--- src/rtl/e_clk_pkg.sv ---
// Shared types, reset defaults and helpers for the E-clock window generator.
package e_clk_pkg;

    typedef enum logic [1:0] {
        StIdle,
        StPre,
        StAct,
        StHold
    } win_state_e;

    localparam int unsigned DefRise = 0;
    localparam int unsigned DefHold = 4;

    // Ceiling log2, never less than 1 so a single-entry select still has a bit.
    function automatic int unsigned clog2_min1(input int unsigned n);
        int unsigned w;
        w = 1;
        while ((32'(1) << w) < n) begin
            w = w + 1;
        end
        return w;
    endfunction

endpackage

--- src/rtl/e_clk_window_gen_if.sv ---
// Configuration write bus shared by all window channels.
interface e_clk_window_gen_if #(
    parameter int unsigned CH_W  = 2,
    parameter int unsigned CNT_W = 8
);
    logic             cfg_we;
    logic [CH_W-1:0]  cfg_ch;
    logic [CNT_W-1:0] cfg_rise;
    logic [CNT_W-1:0] cfg_hold;

    modport master (
        output cfg_we,
        output cfg_ch,
        output cfg_rise,
        output cfg_hold
    );

    modport slave (
        input cfg_we,
        input cfg_ch,
        input cfg_rise,
        input cfg_hold
    );
endinterface

--- src/rtl/e_win_chan.sv ---
// One window channel: pending/active config, IDLE/PRE/ACT/HOLD FSM and delay counter.
module e_win_chan
    import e_clk_pkg::*;
#(
    parameter int unsigned CNT_W    = 8,
    parameter int unsigned DEF_RISE = DefRise,
    parameter int unsigned DEF_HOLD = DefHold
) (
    input  logic             i_clk,
    input  logic             i_reset,
    input  logic             i_we,
    input  logic [CNT_W-1:0] i_cfg_rise,
    input  logic [CNT_W-1:0] i_cfg_hold,
    input  logic             i_en,
    input  logic             i_rise,
    input  logic             i_fall,
    input  logic             i_kill,
    output logic             o_win
);
    logic [CNT_W-1:0] r_pend_rise, r_pend_hold;
    logic [CNT_W-1:0] r_act_rise, r_act_hold;
    logic [CNT_W-1:0] r_cnt, w_cnt_nxt;
    win_state_e       r_state, w_state_nxt;
    logic             r_win;

    always_ff @(posedge i_clk) begin
        if (i_reset) begin
            r_pend_rise <= CNT_W'(DEF_RISE);
            r_pend_hold <= CNT_W'(DEF_HOLD);
            r_act_rise  <= CNT_W'(DEF_RISE);
            r_act_hold  <= CNT_W'(DEF_HOLD);
            r_state     <= StIdle;
            r_cnt       <= '0;
            r_win       <= 1'b0;
        end else begin
            // Copy happens before the write lands, so a write in the rise cycle waits a period.
            if (i_rise) begin
                r_act_rise <= r_pend_rise;
                r_act_hold <= r_pend_hold;
            end
            if (i_we) begin
                r_pend_rise <= i_cfg_rise;
                r_pend_hold <= i_cfg_hold;
            end
            r_state <= w_state_nxt;
            r_cnt   <= w_cnt_nxt;
            r_win   <= (w_state_nxt == StAct) || (w_state_nxt == StHold);
        end
    end

    always_comb begin
        w_state_nxt = r_state;
        w_cnt_nxt   = r_cnt;
        if (i_kill || !i_en) begin
            w_state_nxt = StIdle;
        end else if (i_rise) begin
            // The period starting now uses the config being copied this cycle.
            if (r_pend_rise == '0) begin
                w_state_nxt = StAct;
            end else begin
                w_state_nxt = StPre;
                w_cnt_nxt   = r_pend_rise - 1'b1;
            end
        end else begin
            case (r_state)
                StPre: begin
                    if (i_fall) begin
                        w_state_nxt = StIdle;
                    end else if (r_cnt == '0) begin
                        w_state_nxt = StAct;
                    end else begin
                        w_cnt_nxt = r_cnt - 1'b1;
                    end
                end
                StAct: begin
                    if (i_fall) begin
                        if (r_act_hold == '0) begin
                            w_state_nxt = StIdle;
                        end else begin
                            w_state_nxt = StHold;
                            w_cnt_nxt   = r_act_hold - 1'b1;
                        end
                    end
                end
                StHold: begin
                    if (r_cnt == '0) begin
                        w_state_nxt = StIdle;
                    end else begin
                        w_cnt_nxt = r_cnt - 1'b1;
                    end
                end
                default: ;
            endcase
        end
    end

    assign o_win = r_win;

endmodule

--- src/rtl/e_clk_window_gen.sv ---
// E-clock synchroniser, edge detector and loss watchdog driving N_CH window channels.
module e_clk_window_gen
    import e_clk_pkg::*;
#(
    parameter int unsigned N_CH        = 4,
    parameter int unsigned CNT_W       = 8,
    parameter int unsigned SYNC_STAGES = 2,
    parameter int unsigned LOST_CYC    = 255,
    parameter int unsigned DEF_RISE    = DefRise,
    parameter int unsigned DEF_HOLD    = DefHold
) (
    input  logic              i_clk,
    input  logic              i_reset,
    input  logic              i_e_clk,
    e_clk_window_gen_if.slave i_cfg,
    input  logic [N_CH-1:0]   i_ch_en,
    output logic [N_CH-1:0]   o_win,
    output logic              o_e_rise,
    output logic              o_e_fall,
    output logic              o_e_lost
);
    localparam int unsigned CH_W = clog2_min1(N_CH);
    localparam int unsigned WD_W = clog2_min1(LOST_CYC + 1);

    logic [SYNC_STAGES-1:0] r_sync;
    logic                   r_e_d;
    logic [WD_W-1:0]        r_wd;
    logic                   w_e_s, w_rise, w_fall, w_kill;

    always_ff @(posedge i_clk) begin
        if (i_reset) begin
            r_sync <= '0;
            r_e_d  <= 1'b0;
        end else begin
            r_sync <= {r_sync[SYNC_STAGES-2:0], i_e_clk};
            r_e_d  <= r_sync[SYNC_STAGES-1];
        end
    end

    assign w_e_s  = r_sync[SYNC_STAGES-1];
    assign w_rise = w_e_s & ~r_e_d;
    assign w_fall = ~w_e_s & r_e_d;

    // Holds the number of cycles since the last edge, saturating at LOST_CYC.
    always_ff @(posedge i_clk) begin
        if (i_reset) begin
            r_wd <= '0;
        end else if (w_rise || w_fall) begin
            r_wd <= WD_W'(1);
        end else if (r_wd != WD_W'(LOST_CYC)) begin
            r_wd <= r_wd + 1'b1;
        end
    end

    assign o_e_lost = (r_wd == WD_W'(LOST_CYC));
    assign o_e_rise = w_rise;
    assign o_e_fall = w_fall;
    // A rise in the last lost cycle restarts channels instead of idling them.
    assign w_kill   = o_e_lost & ~w_rise;

    for (genvar g = 0; g < N_CH; g++) begin : g_chan
        logic w_we;
        assign w_we = i_cfg.cfg_we && (i_cfg.cfg_ch == CH_W'(g));

        e_win_chan #(
            .CNT_W    (CNT_W),
            .DEF_RISE (DEF_RISE),
            .DEF_HOLD (DEF_HOLD)
        ) u_chan (
            .i_clk      (i_clk),
            .i_reset    (i_reset),
            .i_we       (w_we),
            .i_cfg_rise (i_cfg.cfg_rise),
            .i_cfg_hold (i_cfg.cfg_hold),
            .i_en       (i_ch_en[g]),
            .i_rise     (w_rise),
            .i_fall     (w_fall),
            .i_kill     (w_kill),
            .o_win      (o_win[g])
        );
    end

endmodule

--- src/flat_wrapper.sv ---
// flat-port wrapper written by rule: the top's interface ports become plain ports
module e_clk_window_gen_flat import e_clk_pkg::*;
#(
    parameter int unsigned N_CH        = 4,
    parameter int unsigned CNT_W       = 8,
    parameter int unsigned SYNC_STAGES = 2,
    parameter int unsigned LOST_CYC    = 255,
    parameter int unsigned DEF_RISE    = DefRise,
    parameter int unsigned DEF_HOLD    = DefHold
)
  (i_clk, i_reset, i_e_clk, i_ch_en, o_win, o_e_rise, o_e_fall, o_e_lost, i_cfg_cfg_we, i_cfg_cfg_ch, i_cfg_cfg_rise, i_cfg_cfg_hold);
  e_clk_window_gen_if #(.CH_W(2), .CNT_W(CNT_W)) i_cfg_i ();
  input  logic i_clk;
  input  logic i_reset;
  input  logic i_e_clk;
  input  logic [N_CH-1:0] i_ch_en;
  output logic [N_CH-1:0] o_win;
  output logic o_e_rise;
  output logic o_e_fall;
  output logic o_e_lost;
  input wire logic [$bits(i_cfg_i.cfg_we)-1:0] i_cfg_cfg_we;
  input wire logic [$bits(i_cfg_i.cfg_ch)-1:0] i_cfg_cfg_ch;
  input wire logic [$bits(i_cfg_i.cfg_rise)-1:0] i_cfg_cfg_rise;
  input wire logic [$bits(i_cfg_i.cfg_hold)-1:0] i_cfg_cfg_hold;
  assign i_cfg_i.cfg_we = i_cfg_cfg_we;
  assign i_cfg_i.cfg_ch = i_cfg_cfg_ch;
  assign i_cfg_i.cfg_rise = i_cfg_cfg_rise;
  assign i_cfg_i.cfg_hold = i_cfg_cfg_hold;
  e_clk_window_gen #(.N_CH(N_CH), .CNT_W(CNT_W), .SYNC_STAGES(SYNC_STAGES), .LOST_CYC(LOST_CYC), .DEF_RISE(DEF_RISE), .DEF_HOLD(DEF_HOLD)) u_core (.i_clk(i_clk), .i_reset(i_reset), .i_e_clk(i_e_clk), .i_cfg(i_cfg_i), .i_ch_en(i_ch_en), .o_win(o_win), .o_e_rise(o_e_rise), .o_e_fall(o_e_fall), .o_e_lost(o_e_lost));
endmodule
--- config.mk ---
export PLATFORM = sky130hd
export DESIGN_NAME = e_clk_window_gen_flat
export DESIGN_NICKNAME = d
export VERILOG_FILES = /design/src/rtl/e_clk_pkg.sv /design/src/rtl/e_clk_window_gen_if.sv /design/src/rtl/e_win_chan.sv /design/src/rtl/e_clk_window_gen.sv /design/src/flat_wrapper.sv
export SDC_FILE = /design/constraint.sdc
export NUM_CORES = 1
export LEC_CHECK = 0
export CAP_MARGIN = 0
export CORE_ASPECT_RATIO = 0.6
export CORE_MARGIN = 5
export CORE_UTILIZATION = 45
export CTS_BUF_LIST = sky130_fd_sc_hd__clkbuf_8
export CTS_CLUSTER_DIAMETER = 200
export CTS_CLUSTER_SIZE = 12
export DETAILED_ROUTE_END_ITERATION = 10
export MAX_ROUTING_LAYER = met4
export SKIP_CTS_REPAIR_TIMING = 1
export SLEW_MARGIN = 20
export SYNTH_ARGS = -nofsm -noshare
export SYNTH_HDL_FRONTEND = slang
export SYNTH_SLANG_ARGS = --single-unit
--- constraint.sdc ---
create_clock -name i_clk -period 2.4 [get_ports i_clk]
set_input_delay 0.36 -clock i_clk [delete_from_list [all_inputs] [get_ports i_clk]]
set_output_delay 0.36 -clock i_clk [all_outputs]
set_load 0.01 [all_outputs]
# Word-level counts from Yosys, hierarchy flattened
# Cells that the tools add are included.
# Widths: inputs -> output; s select.
# totals
ff_bits	151
wordCells	198
out_inout_bits	7
in_bits	26
# classes
n_reduce_logical	40
add_sub_neg	13
n_mux	66
n_eq_ne	41
bitwise_logic	10
# op_table
operator	n
$mux 8	24
$logic_not 8->1	12
$pmux 8 s3	4
$sub 8x1->8 const B	12
$mux 2	32
$eq 2x2->1 const B	18
$ne 3x2->1 const B	8
$pmux 2 s3	4
$reduce_and 6->1	4
$reduce_bool 4->1	4
$ne 3x1->1 const B	4
$eq 2x1->1 const B	5
$logic_or 1x1->1	9
$add 8x1->8 const B	1
$eq 8x8->1 const B	1
$ne 2x2->1 const B	4
$ne 8x8->1 const B	1
$not 1->1	7
$logic_and 1x1->1	4
$logic_not 1->1	4
$and 1x1->1	3
$logic_not 2->1	1
$mux 1	2
$reduce_bool 2->1	1
$reduce_or 2->1	1

# Depth between registers and ports, before layout
# depth
ltp_word	8
mapped_depth	11
ltp_nobuf	10

# Hierarchy
# A second synthesis with hierarchy kept.
# hier_totals
hier_cells	806
area_unflattened_um2	7780.0
# modules_own_cells
module	seq_area_each_um2	area_each_um2	n_inst	cells_per_inst
e_win_chan at u_core.g_chan[2].u_chan ...	700.7	1809.2	2	189
e_win_chan at u_core.g_chan[0].u_chan ...	700.7	1789.2	2	181
e_clk_window_gen	220.2	583.1	1	66

# Worst setup path after synthesis
# No wires, ideal clock.
# synth_path
kind	register to register
startpoint	register u_core.r_e_d
endpoint	register u_core.g_chan[1].u_chan.r_cnt[6]
arrival_ns	2.361
required_ns	2.312
synth_period_minus_slack_ns	2.449
path_slack_ns	-0.049
setup_time_ns	0.088
n_path_buf	1
stages_incl_launch_ff	10
cell_sequence	dfxtp_1 -> inv_1 -> ha_1 -> buf_2 -> and4bb_1 -> a311oi_2 -> ha_1 -> o2111ai_1 -> or4_4 -> a311oi_2
# synth_via
elab_chain_len	7
word_cells_on_any_way	14
classes_between	eq/ne: 4; mux: 1; bitwise: 6; reduce/logical: 3
# synth_rtl
element	line_no	text
from (decl)	e_clk_window_gen.sv:26	logic r_e_d;
from (signal assigned)	e_clk_window_gen.sv:36	r_e_d <= r_sync[SYNC_STAGES-1];
$not 1->1 *	e_clk_window_gen.sv:41	assign w_rise = w_e_s & ~r_e_d;
$and 1x1->1 *	e_clk_window_gen.sv:41	
named net o_e_rise	flat_wrapper.sv:18	output logic o_e_rise;
$not 1->1	e_clk_window_gen.sv:59	assign w_kill = o_e_lost & ~w_rise;
$and 1x1->1	e_clk_window_gen.sv:59	
$logic_or 1x1->1	e_win_chan.sv:54	if (i_kill || !i_en) begin
$not 1->1 (no source line)	-	
$reduce_and 6->1 (no source line)	-	
to (signal assigned)	e_win_chan.sv:46	r_cnt <= w_cnt_nxt;
to (decl)	e_win_chan.sv:22	logic [CNT_W-1:0] r_cnt, w_cnt_nxt;
# The timed path passes the listed nets; every way through them passes the cells marked *.
# A chain may end at the register's enable or synchronous reset.

# Worst setup path in the final report
# layout_path
startpoint	register u_core.r_sync[1]
endpoint	register u_core.g_chan[1].u_chan.r_cnt[6]
# layout_via
elab_chain_len	6
word_cells_on_any_way	14
classes_between	eq/ne: 4; mux: 1; bitwise: 6; reduce/logical: 3
# layout_rtl
element	line_no	text
from (decl)	e_clk_window_gen.sv:25	logic [SYNC_STAGES-1:0] r_sync;
from (signal assigned)	e_clk_window_gen.sv:35	r_sync <= {r_sync[SYNC_STAGES-2:0], i_e_clk};
$and 1x1->1	e_clk_window_gen.sv:41	
$not 1->1	e_clk_window_gen.sv:59	
$and 1x1->1	e_clk_window_gen.sv:59	
$logic_or 1x1->1	e_win_chan.sv:54	
$not 1->1 (no source line)	-	
$reduce_and 6->1 (no source line)	-	
# Several ways; a longest one is shown, not always the timed one.

==> flow_summary.json <==
{
  "outcome": "finished, final reports clean",
  "critical_path.max_fanout": 6,
  "synth_compound_gate_area_share_pct": 19.8,
  "netlist_area_sq_um": 7320,
  "timing.final.crit_period_ns": 2.37,
  "first_global_vias": 6341,
  "hold_depth": 4,
  "portBuffers": 32,
  "mostFrequentLayoutCell": "sky130_fd_sc_hd__nand2_1",
  "hpwlAfterDp_mm": 15.4,
  "tritoncts": "built",
  "finalClockSkew_ns": 0.0171,
  "ff2ff_path_depth": 7,
  "placement.setup.worst_slack_ns": -0.0468,
  "hold_violations": 0,
  "yosysSeqAreaShare_pct": 41.3,
  "place.gp.congestion": 0.938,
  "globalRouteTotalUtil_pct": 23.3,
  "dr.first_iter.drc_count": 642,
  "avgSynthCellArea_sq_um": 8.38,
  "layout_worst_path_cycle_share_pct": 98.8,
  "power_per_cell_area_nw_per_um2": 602,
  "die_y_um": 109,
  "ctsLongestPathBuffers": 2,
  "yosys.area_share.adder_pct": 2.05,
  "worst-endpoint-arrival_ns": 2.74,
  "leakagePower_nw": 3.14,
  "yosysWarnings": 0,
  "flow.area_growth_from_synthesis_pct": 18.0,
  "total_power_mw": 5.20,
  "synthDistinctLibCells": 74,
  "critPathRequiredTime_ns": 2.76,
  "final_critical_path_setup_slack_ns": 0.0281,
  "die_area_sq_um": 19000,
  "largest_net_degree_at_the_start_of_global_routing": 117,
  "placement_rows": 36,
  "clock-root-buffer": "sky130_fd_sc_hd__clkbuf_8",
  "synth_edf_count": 0,
  "criticalPathCategory": "flop to flop",
  "clkLatencyLatePin_ns": 0.45,
  "cts-buffers-inserted": 17,
  "maxCapViolCount": 0,
  "clkSinkCount": 151,
  "relSlewSlack_pct": 55.7,
  "route.detailed.vias_per_inst": 5.95,
  "finalWirelength_mm": 21.6,
  "clk_pin_slew_worst_paths_ns": 0.10,
  "initial_core_util_pct": 45.5,
  "worst_ir_drop_vdd_v": 0.000295,
  "synthesis.nets": 911,
  "wl_per_cell_um": 18.9,
  "global_route_wire_length_before_repair_mm": 34.2,
  "htree_levels": 4,
  "dr.pass1.iters": 6,
  "drc": 0,
  "layout-drive-gt1-share_pct": 14.7,
  "yosys.area_share.simple_pct": 24.3,
  "layout.cells.most_common_list": "sky130_fd_sc_hd__nand2_1 (168), sky130_fd_sc_hd__dfxtp_1 (147), sky130_fd_sc_hd__a21oi_1 (93)",
  "flip_flop_cell_with_the_highest_count_after_synthesis": "sky130_fd_sc_hd__dfxtp_1",
  "async_flop_share_pct": 0,
  "worst_setup_path_end_kind": "flop",
  "synth_top_family_by_area": "simple AND/OR/NAND/NOR gates",
  "design.portCount": 33,
  "grt_antenna_before_repair": 1,
  "rsz0062_at_grt": "yes",
  "maxSlewViolCount": 0,
  "max_clock_freq_mhz": 422,
  "via_count": 6796,
  "core_area_sq_um": 16100,
  "synth_cells": 873,
  "synth-xor-area-share_pct": 1.56,
  "timing_worst_slew_pin_value_ns": 0.658,
  "drt_antenna_net_count": 0,
  "worst_setup_sp_type": "flop",
  "dieWidth_um": 175,
  "global_route.overflow_total": 0,
  "hold_class": "input port to flop",
  "num-nets-final": 957,
  "setup_viol": 0,
  "yosys_register_bits": 151,
  "post_synth_mux_area_share_pct": 6.75
}
report_power, final:
| group | switching (mW) | leakage (nW) | total, mW | internal, mW |
|---|---|---|---|---|
| registers | 0.0552 | 1.22 | 2.62 | 2.57 |
| clock network | 1.15 | 0.205 | 1.97 | 0.817 |
| logic | 0.352 | 1.71 | 0.609 | 0.257 |
| total | 1.56 | 3.14 | 5.20 | 3.64 |
Yosys cell counts (3+ instances only):
cell type                   instances  share of area, %
sky130_fd_sc_hd__mux2i_1           46               6.3
sky130_fd_sc_hd__and3b_1            4              0.48
sky130_fd_sc_hd__and2_1            14               1.2
sky130_fd_sc_hd__o31ai_1            5              0.51
sky130_fd_sc_hd__a21oi_1           93               6.4
sky130_fd_sc_hd__a311oi_2           7               1.4
sky130_fd_sc_hd__and4bb_1           3              0.51
sky130_fd_sc_hd__buf_4              6              0.62
sky130_fd_sc_hd__nor3_1             9              0.62
sky130_fd_sc_hd__o2111ai_1          4              0.48
sky130_fd_sc_hd__buf_1              4              0.21
sky130_fd_sc_hd__xnor2_1            8              0.96
sky130_fd_sc_hd__a311oi_1          16               1.9
sky130_fd_sc_hd__xor2_1             5              0.60
sky130_fd_sc_hd__nand2b_1          11              0.94
sky130_fd_sc_hd__nor2b_1            7              0.60
sky130_fd_sc_hd__inv_1             11              0.56
sky130_fd_sc_hd__or3_1              3              0.26
sky130_fd_sc_hd__mux2_2             3              0.46
sky130_fd_sc_hd__nand3_1           16               1.1
sky130_fd_sc_hd__or4_1              6              0.62
sky130_fd_sc_hd__o211ai_1           7              0.72
sky130_fd_sc_hd__ha_1              12               2.1
sky130_fd_sc_hd__nand4_1            4              0.34
sky130_fd_sc_hd__a211oi_1          13               1.3
sky130_fd_sc_hd__buf_2             16               1.1
sky130_fd_sc_hd__a31oi_1            8              0.68
sky130_fd_sc_hd__clkbuf_1          33               1.7
sky130_fd_sc_hd__or2_2              3              0.26
sky130_fd_sc_hd__o21ai_0           31               2.1
sky130_fd_sc_hd__nor2_1            56               2.9
sky130_fd_sc_hd__dfxtp_1          151                41
sky130_fd_sc_hd__nor4_1            21               1.8
sky130_fd_sc_hd__o21a_1             3              0.31
sky130_fd_sc_hd__a211o_1            3              0.36
sky130_fd_sc_hd__nand2_1          168               8.6
sky130_fd_sc_hd__o31a_1             3              0.36
sky130_fd_sc_hd__nor4bb_1           8               1.1
sky130_fd_sc_hd__and4bb_2           3              0.51
sky130_fd_sc_hd__and3_1             8              0.68
sky130_fd_sc_hd__a221oi_1           3              0.36
cells by family after synthesis:
family,count (synthesis)
and+or+nand+nor,359
AOI/OAI and AO/OA,218
DFF,151
buffers and inverters,71
muxes,49
xor gates and xnor gates,13
adders and majority gates,12
cell type report:
cell class / count / area [sq um]
fill: 1486 / 7440
timing repair buffer: 86 / 791
antenna: 1 / 2.50
tap: 209 / 262
sequential: 151 / 3030
multi-input combinational: 651 / 4110
clock buffer: 18 / 248
inverter: 12 / 47.5
clock inverter: 14 / 155
flip-flops by register name (all words and copies together) (netlist names):
register	flops
u_core.r_e_d	1
u_core.r_wd	8
u_core.g_chan.u_chan.r_act_hold	32
u_core.g_chan.u_chan.o_win	4
u_core.g_chan.u_chan.r_cnt	32
u_core.g_chan.u_chan.r_pend_hold	32
u_core.g_chan.u_chan.r_pend_rise	32
u_core.r_sync	2
u_core.g_chan.u_chan.r_state	8
per-stage QoR:
step           hold slack, ns  TNS, ns  util [%]  std cells  cell area [sq um]
5_1_grt                 0.426  -0.0858      53.7       1142               8640
2_1_floorplan           0.414        0         -        873               7320
3_3_place_gp            0.445        0      49.8       1098               8010
6_report                0.424        0      53.7       1142               8640
3_5_place_dp            0.449  -0.0844      49.8       1098               8010
4_1_cts                 0.409   -0.303      52.3       1130               8410
worst paths after layout:
kind | end | slack (ns) | start
worst max-delay path | u_core.g_chan[1].u_chan.r_cnt[6] | 0.03 | u_core.r_sync[1]
worst max register to register | u_core.g_chan[1].u_chan.r_cnt[6] | 0.03 | u_core.r_sync[1]
worst min-delay path | u_core.g_chan[1].u_chan.r_act_hold[2] | 0.42 | i_reset
worst min register to register | u_core.g_chan[1].u_chan.r_pend_hold[4] | 0.46 | u_core.g_chan[1].u_chan.r_pend_hold[4]
layer usage:
layer	GRT usage [%]	share of wire (%)	up-vias
li1	-	-	3252
met4	5.43	1.0	0
met1	33.3	49	3250
met5	-	0	-
met3	4.64	7.8	26
met2	34.3	42	268
worst max-delay path, cell delays in order (launching register included):
cell	delay, ns
sky130_fd_sc_hd__dfxtp_2	0.37
sky130_fd_sc_hd__ha_4	0.23
sky130_fd_sc_hd__buf_6	0.14
sky130_fd_sc_hd__and4bb_2	0.22
sky130_fd_sc_hd__a311o_1	0.35
sky130_fd_sc_hd__or2_4	0.26
sky130_fd_sc_hd__or4_4	0.48
sky130_fd_sc_hd__a311oi_2	0.25
Power figures use the tool's default switching activity.
